--- config.mk ---
export PLATFORM = sky130hd
export DESIGN_NAME = ast_video_parser_flat
export DESIGN_NICKNAME = d
export VERILOG_FILES = /design/src/rtl/ast_video_pkg.sv /design/src/rtl/ast_video_parser_if.sv /design/src/rtl/ast_out_reg.sv /design/src/rtl/ast_video_parser.sv /design/src/flat_wrapper.sv
export SDC_FILE = /design/constraint.sdc
export NUM_CORES = 1
export LEC_CHECK = 0
export BUFFER_PORTS_ARGS = -buffer_cell sky130_fd_sc_hd__buf_4
export CAP_MARGIN = 20
export CORE_MARGIN = 2
export CORE_UTILIZATION = 35
export CTS_CLUSTER_SIZE = 30
export DETAILED_ROUTE_END_ITERATION = 10
export PLACE_DENSITY = 0.54
export SLEW_MARGIN = 10
export SYNTH_ARGS = -nofsm -noshare
export SYNTH_HDL_FRONTEND = slang
export SYNTH_SLANG_ARGS = --single-unit
--- constraint.sdc ---
create_clock -name clock -period 4.12 [get_ports clock]
set_input_delay 0.412 -clock clock [delete_from_list [all_inputs] [get_ports clock]]
set_output_delay 0.412 -clock clock [all_outputs]
set_load 0.01 [all_outputs]
--- src/rtl/ast_video_pkg.sv ---
// ast_video_pkg: shared Avalon-ST video packet type codes, parser states and control-packet layout
package ast_video_pkg;
  localparam logic [3:0] PKT_CTRL = 4'hF;
  localparam logic [3:0] PKT_VIDEO = 4'h0;
  localparam int CTRL_NIBBLES = 9;
  localparam int FIELD_BIT = 2;
  typedef enum logic [1:0] {IDLE, CTRL, VIDEO, DRAIN} parser_state_t;
endpackage

--- src/rtl/ast_video_parser_if.sv ---
// ast_video_parser_if: Avalon-ST sink plus tagged pixel source bundle
// slave modport = parser side (consumes din_*, produces pix_*); master modport = the surrounding fabric
interface ast_video_parser_if #(parameter int DATA_WIDTH = 8);
  logic [DATA_WIDTH-1:0] din_data;
  logic din_startofpacket, din_endofpacket, din_valid, din_ready;
  logic [DATA_WIDTH-1:0] pix_data;
  logic [11:0] pix_x, pix_y;
  logic pix_sof, pix_eol, pix_field, pix_valid, pix_ready;
  modport slave(
    input din_data, din_startofpacket, din_endofpacket, din_valid, pix_ready,
    output din_ready, pix_data, pix_x, pix_y, pix_sof, pix_eol, pix_field, pix_valid
  );
  modport master(
    output din_data, din_startofpacket, din_endofpacket, din_valid, pix_ready,
    input din_ready, pix_data, pix_x, pix_y, pix_sof, pix_eol, pix_field, pix_valid
  );
endinterface

--- src/rtl/ast_out_reg.sv ---
// ast_out_reg: one-deep valid/ready pixel output register
// ports: clock, reset (sync, active-low), load + pixel fields in, ready in, valid + registered fields out
module ast_out_reg #(parameter int DATA_WIDTH = 8) (
  input  logic                  clock,
  input  logic                  reset,
  input  logic                  load,
  input  logic [DATA_WIDTH-1:0] data,
  input  logic [11:0]           x,
  input  logic [11:0]           y,
  input  logic                  sof,
  input  logic                  eol,
  input  logic                  field,
  input  logic                  ready,
  output logic                  valid,
  output logic [DATA_WIDTH-1:0] q_data,
  output logic [11:0]           q_x,
  output logic [11:0]           q_y,
  output logic                  q_sof,
  output logic                  q_eol,
  output logic                  q_field
);
  always_ff @(posedge clock)
    if (!reset) begin
      valid <= 1'b0;
      q_data <= '0;
      q_x <= '0;
      q_y <= '0;
      q_sof <= 1'b0;
      q_eol <= 1'b0;
      q_field <= 1'b0;
    end else if (load) begin
      valid <= 1'b1;
      q_data <= data;
      q_x <= x;
      q_y <= y;
      q_sof <= sof;
      q_eol <= eol;
      q_field <= field;
    end else if (ready) valid <= 1'b0;
endmodule

--- src/rtl/ast_video_parser.sv ---
// ast_video_parser: Avalon-ST video sink decoding control packets and unpacking video packets into tagged pixels
// ports: clock, reset (sync, active-low), bus (ast_video_parser_if.slave: din_* sink, pix_* source),
//        cfg_width/cfg_height/cfg_valid (committed config), err_pulse (one cycle per packet error)
// AST_PARSER_STATS_EN adds saturating stat_fields (clean video packets) and stat_errors (err_pulse count)
module ast_video_parser import ast_video_pkg::*; #(
  parameter int DATA_WIDTH = 8,
  parameter int MAX_WIDTH = 640,
  parameter int MAX_HEIGHT = 240
) (
  input  logic clock,
  input  logic reset,
  ast_video_parser_if.slave bus,
  output logic [11:0] cfg_width,
  output logic [11:0] cfg_height,
  output logic cfg_valid,
  output logic err_pulse
`ifdef AST_PARSER_STATS_EN
  ,
  output logic [15:0] stat_fields,
  output logic [15:0] stat_errors
`endif
);
  parser_state_t state, state_nx;
  logic [3:0] n, n_nx, typ;
  logic [15:0] w_sh, h_sh, w_nx, h_nx;
  logic il, il_nx, field, vfield, done, ovf;
  logic [11:0] vw, vh, x, y;
  logic acc, sop, eop, nib, commit, eol, last, pix_load, body;
  logic hdr_err, ctrl_err, vid_err, good;

  assign bus.din_ready = ~bus.pix_valid | bus.pix_ready;
  assign acc = bus.din_valid & bus.din_ready;
  assign sop = acc & bus.din_startofpacket;
  assign body = acc & ~bus.din_startofpacket;
  assign eop = bus.din_endofpacket;
  assign typ = bus.din_data[3:0];

  // control payload: 4 width nibbles, 4 height nibbles, then the interlace nibble, all MSB first
  assign nib = body & (state == CTRL) & (n < 4'(CTRL_NIBBLES));
  assign n_nx = nib ? n + 4'd1 : n;
  assign w_nx = nib & (n < 4'd4) ? {w_sh[11:0], typ} : w_sh;
  assign h_nx = nib & (n >= 4'd4) & (n < 4'd8) ? {h_sh[11:0], typ} : h_sh;
  assign il_nx = nib & (n == 4'd8) ? typ[FIELD_BIT] : il;
  assign commit = body & eop & (state == CTRL) & (n_nx == 4'(CTRL_NIBBLES)) &
                  (w_nx != '0) & (w_nx <= 16'(MAX_WIDTH)) & (h_nx != '0) & (h_nx <= 16'(MAX_HEIGHT));

  assign eol = x == vw - 12'd1;
  assign last = eol & (y == vh - 12'd1);
  assign pix_load = body & (state == VIDEO) & ~done;

  // a new SOP always restarts parsing, so any packet still open is reported as aborted
  assign hdr_err = sop & ((state != IDLE) | ((typ == PKT_CTRL) & eop) | ((typ == PKT_VIDEO) & (eop | ~cfg_valid)));
  assign ctrl_err = body & eop & (state == CTRL) & ~commit;
  assign vid_err = body & (state == VIDEO) & (done ? ~ovf : eop & ~last);
  assign good = body & eop & (state == VIDEO) & ~done & last;

  assign state_nx = sop ? (eop ? IDLE : typ == PKT_CTRL ? CTRL : (typ == PKT_VIDEO) & cfg_valid ? VIDEO : DRAIN) :
                    acc & eop ? IDLE : state;

  always_ff @(posedge clock)
    if (!reset) begin
      state <= IDLE;
      n <= '0;
      w_sh <= '0;
      h_sh <= '0;
      il <= 1'b0;
      field <= 1'b0;
      vfield <= 1'b0;
      vw <= '0;
      vh <= '0;
      x <= '0;
      y <= '0;
      done <= 1'b0;
      ovf <= 1'b0;
      cfg_width <= '0;
      cfg_height <= '0;
      cfg_valid <= 1'b0;
      err_pulse <= 1'b0;
    end else begin
      state <= state_nx;
      err_pulse <= hdr_err | ctrl_err | vid_err;
      n <= sop ? '0 : n_nx;
      w_sh <= w_nx;
      h_sh <= h_nx;
      il <= il_nx;
      if (commit) begin
        cfg_width <= w_nx[11:0];
        cfg_height <= h_nx[11:0];
        cfg_valid <= 1'b1;
        field <= il_nx;
      end
      if (sop) begin
        vw <= cfg_width;
        vh <= cfg_height;
        vfield <= field;
        x <= '0;
        y <= '0;
        done <= 1'b0;
        ovf <= 1'b0;
      end else if (pix_load) begin
        x <= eol ? '0 : x + 12'd1;
        y <= eol ? y + 12'd1 : y;
        done <= last;
      end else if (vid_err) ovf <= 1'b1;
    end

  ast_out_reg #(.DATA_WIDTH(DATA_WIDTH)) u_out (
    .clock(clock),
    .reset(reset),
    .load(pix_load),
    .data(bus.din_data),
    .x(x),
    .y(y),
    .sof((x == '0) & (y == '0)),
    .eol(eol),
    .field(vfield),
    .ready(bus.pix_ready),
    .valid(bus.pix_valid),
    .q_data(bus.pix_data),
    .q_x(bus.pix_x),
    .q_y(bus.pix_y),
    .q_sof(bus.pix_sof),
    .q_eol(bus.pix_eol),
    .q_field(bus.pix_field)
  );

`ifdef AST_PARSER_STATS_EN
  always_ff @(posedge clock)
    if (!reset) begin
      stat_fields <= '0;
      stat_errors <= '0;
    end else begin
      if (good && stat_fields != '1) stat_fields <= stat_fields + 16'd1;
      if (err_pulse && stat_errors != '1) stat_errors <= stat_errors + 16'd1;
    end
`else
  logic unused_good;
  assign unused_good = good;
`endif
endmodule

--- src/flat_wrapper.sv ---
// flat-port wrapper written by rule: the top's interface ports become plain ports
module ast_video_parser_flat import ast_video_pkg::*;
#(
  parameter int DATA_WIDTH = 8,
  parameter int MAX_WIDTH = 640,
  parameter int MAX_HEIGHT = 240
)
  (clock, reset, cfg_width, cfg_height, cfg_valid, err_pulse, bus_din_data, bus_din_startofpacket, bus_din_endofpacket, bus_din_valid, bus_pix_ready, bus_din_ready, bus_pix_data, bus_pix_x, bus_pix_y, bus_pix_sof, bus_pix_eol, bus_pix_field, bus_pix_valid);
  ast_video_parser_if #(.DATA_WIDTH(DATA_WIDTH)) bus_i ();
  input  logic clock;
  input  logic reset;
  output logic [11:0] cfg_width;
  output logic [11:0] cfg_height;
  output logic cfg_valid;
  output logic err_pulse;
  input wire logic [$bits(bus_i.din_data)-1:0] bus_din_data;
  input wire logic [$bits(bus_i.din_startofpacket)-1:0] bus_din_startofpacket;
  input wire logic [$bits(bus_i.din_endofpacket)-1:0] bus_din_endofpacket;
  input wire logic [$bits(bus_i.din_valid)-1:0] bus_din_valid;
  input wire logic [$bits(bus_i.pix_ready)-1:0] bus_pix_ready;
  output wire logic [$bits(bus_i.din_ready)-1:0] bus_din_ready;
  output wire logic [$bits(bus_i.pix_data)-1:0] bus_pix_data;
  output wire logic [$bits(bus_i.pix_x)-1:0] bus_pix_x;
  output wire logic [$bits(bus_i.pix_y)-1:0] bus_pix_y;
  output wire logic [$bits(bus_i.pix_sof)-1:0] bus_pix_sof;
  output wire logic [$bits(bus_i.pix_eol)-1:0] bus_pix_eol;
  output wire logic [$bits(bus_i.pix_field)-1:0] bus_pix_field;
  output wire logic [$bits(bus_i.pix_valid)-1:0] bus_pix_valid;
  assign bus_i.din_data = bus_din_data;
  assign bus_i.din_startofpacket = bus_din_startofpacket;
  assign bus_i.din_endofpacket = bus_din_endofpacket;
  assign bus_i.din_valid = bus_din_valid;
  assign bus_i.pix_ready = bus_pix_ready;
  assign bus_din_ready = bus_i.din_ready;
  assign bus_pix_data = bus_i.pix_data;
  assign bus_pix_x = bus_i.pix_x;
  assign bus_pix_y = bus_i.pix_y;
  assign bus_pix_sof = bus_i.pix_sof;
  assign bus_pix_eol = bus_i.pix_eol;
  assign bus_pix_field = bus_i.pix_field;
  assign bus_pix_valid = bus_i.pix_valid;
  ast_video_parser #(.DATA_WIDTH(DATA_WIDTH), .MAX_WIDTH(MAX_WIDTH), .MAX_HEIGHT(MAX_HEIGHT)) u_core (.clock(clock), .reset(reset), .bus(bus_i), .cfg_width(cfg_width), .cfg_height(cfg_height), .cfg_valid(cfg_valid), .err_pulse(err_pulse));
endmodule
==> out/summary.txt <==
outcome: finished, final reports clean
synth warn: 0
detailed-route via count: 6201
H-tree lvl count: 4
Min Hold Slack: 233 ps
sequential cell fraction of total power: 45.1%
Arrival @ worst endpoint: 3510 ps
Syn Inst Count: 856
First DRT Iteration DRCs: 394
part of the Yosys area used for sequential elements: 44.2%
final number of setup-violating endpoints: 0
global routing usage summed across all routing layers: 19.3%
flops & latches, synth: 153
final wirelength: 19200 um
fin nets: 937
Worst-Margin Slew: 729 ps
critical path class: reg2reg
root buffer cell: clkbuf_16
Gates resized, CTS repair: 0
core area: 0.0195 sq mm
die extent in y: 145 um
largest net degree at the start of global routing: 64
number of filler instances in the final layout: 1959
global-route wire length before repair: 31200 um
largest fanout on the critical path: 14
mux contribution to synthesized area: 6.02%
post-route worst setup slack: 971 ps
HP Class: in2reg
internal power of the cells: 2610 uW
share of flip-flops with an asynchronous set or reset after synthesis: 0%
initial antenna violation count: 0
die outline area: 0.0210 sq mm
power density over the cells: 393 mW/mm^2
adder-cell share of the synthesized area: 1.44%
average cell area after synthesis: 8.10 sq um
number of buffers added to fix hold violations after cts: 0
Worst Setup Start Kind: flip-flop
simple logic cell fraction of the synthesized area: 27.0%
leakage power: 0.00338 uW
TNS Setup: 0 ps
row cnt: 51
most used flip-flop cell after synthesis: dfxtp_1
post-DR wirelength/cell: 16.1 um
Max Buffers Root-to-Sink: 2
DRC violations left: 0
setup slack at placement: 868 ps
combinational family with the most area after synthesis: simple AND/OR/NAND/NOR gates
XOR/XNOR Fraction of Synth Area: 4.55%
post-synth net total: 878
clock sinks: 153
count of boundary I/O pins: 77
post-layout utilization of the core: 43.1%
Hold Fails Final Rpt: 0
logic gate share of total power: 2.5%
initial cell density of the core: 35.6%
GR Overflow Total: 0
clock input transition at the sequential cells of the worst setup and hold paths: 60 ps
total of buffers placed on input and output ports: 76
clock power share: 52.4%
Inserted Clock Buffers: 17
HPWL after detailed placement: 13500 um
DIE WIDTH: 145 um
Post-CTS Repair Setup Buffers: 0
compound-gate portion of the synthesized area: 12.7%
Max Slew Vio Count: 0
unrepaired setup endpoints after global routing: no
Antenna Nets Post-Route: 0
share of cells above drive strength 1: 14.5%
Routability Congestion: 0.859
Skew-Pair Late Insertion Delay: 430 ps
number of optimization iterations in the first detailed-route pass: 5
Max Clk Rate: 318 MHz
vias in the first global route: 5803
DR vias/cell: 5.20
fraction of power spent switching nets: 20.9%
relative max-transition margin: 51.0%
P&R area growth vs syn: 20.9%
Peak supply drop: 0.000300 V
worst path required time: 4490 ps
Tmin final: 3150 ps
Post-Route Skew: 10.7 ps
switching power of the nets: 686 uW
number of violations of the max-capacitance limit: 0
endpoint type of the worst setup path: flip-flop
count of unique library cells instantiated by Yosys: 59
number of enable flip-flop cells after synthesis: 0
area of the mapped netlist: 0.00694 sq mm
Diodes inserted: 0
final worst-path cycle share: 76.4%
clock tree from TritonCTS: yes
## synth_stat cells, types with 6 or more instances
master	instances	area [sq um]
nand3b_1	6	45.0
xnor2_1	19	166
inv_1	18	67.6
xor2_1	17	149
mux2_2	6	67.6
nor4_1	19	119
clkbuf_1	38	143
dfxtp_1	153	3060
nand2_1	187	702
o21a_1	6	45.0
o21ai_0	26	130
a21oi_1	82	410
nand3_1	31	155
nand4_1	11	68.8
mux2i_1	35	350
nor2_1	68	255
nor3_1	19	95.1
or4_1	8	60.1
ha_1	8	100
o211ai_1	6	45.0
and3_1	20	125
## placed cells by master, fill, tap and decap left out, drive strengths merged, types with 20 or more instances in the layout
cell type	netlist	layout
buf	9	86
nand3	31	31
nor2	69	69
mux2i	35	35
dfxtp	153	153
nor3	20	20
a21oi	82	82
and3	20	20
o21ai	26	26
nand2	187	187
## metal layers
layer | global-route usage (%) | up-vias | part of all wire [%]
li1 | - | 3099 | -
met1 | 27.3 | 2936 | 49
met2 | 29.3 | 140 | 45
met3 | 3.78 | 26 | 4.9
met4 | 6.29 | 0 | 1.6
met5 | 0 | - | 0
## power by group through the flow
stage	clock, uW	sequential [uW]	combinational, uW
4_1_cts	1750	1480	83.1
6_report	1730	1480	82.2
3_5_place_dp	0	1520	82.8
2_1_floorplan	0	1520	46.7
3_3_place_gp	0	1520	83.5
5_1_grt	1820	1480	90.9
## worst paths after layout
| check | from | end | slack, ps | cells after the start |
|---|---|---|---|---|
| worst min register to register | u_core.u_out.q_y[11] | u_core.u_out.q_y[11] | 450 | 2 |
| worst max register to register | u_core.vw[0] | u_core.y[8] | 970 | 9 |
| worst min-delay path | bus_din_data[5] | u_core.u_out.q_data[5] | 230 | 3 |
| worst max-delay path | u_core.vw[0] | u_core.y[8] | 970 | 9 |
## cells by family after synthesis
family                   Yosys count
AO/OA/AOI/OAI                    151
XOR/XNOR                          36
adder cells (fa/ha/maj)            8
buffers and inverters             67
flip-flops                       153
multiplexers                      41
AND/OR/NAND/NOR                  400
## state kept, by name, summed over array words and instances, names as in the netlist, 2 cells and up
| register | cells |
|---|---|
| u_core.cfg_height | 12 |
| u_core.cfg_width | 12 |
| u_core.h_sh | 16 |
| u_core.n | 4 |
| u_core.state | 2 |
| u_core.u_out.q_data | 8 |
| u_core.u_out.q_x | 12 |
| u_core.u_out.q_y | 12 |
| u_core.vh | 12 |
| u_core.vw | 12 |
| u_core.w_sh | 16 |
| u_core.x | 12 |
| u_core.y | 12 |
## cell type report
| type | instances | area (sq um) | area share [%] |
|---|---|---|---|
| Clock buffer | 19 | 453 | 5.40 |
| Clock inverter | 12 | 198 | 2.36 |
| Inverter | 20 | 75.1 | 0.895 |
| Multi-Input combinational cell | 636 | 3610 | 43.0 |
| Sequential cell | 153 | 3060 | 36.5 |
| Tap cell | 265 | 332 | 3.95 |
| Timing Repair Buffer | 87 | 656 | 7.82 |
## worst max-delay path, stage by stage (launching register included)
cell and delay (ps):
dfxtp_1 440, inv_1 70, ha_1 310, o21ba_2 230
a221oi_1 350, o22ai_1 140, nor3_1 290, nand4_1 530
or4_1 650, nand2_1 70
## metrics by stage
stage | power [uW] | area (sq um) | instances
floorplan | 1560 | 6940 | 856
global placement | 1600 | 7720 | 1160
detailed placement | 1600 | 7730 | 1161
CTS | 3320 | 8380 | 1192
global route | 3400 | 8380 | 1192
finish | 3290 | 8380 | 1192
(Power assumes the default switching activity.)
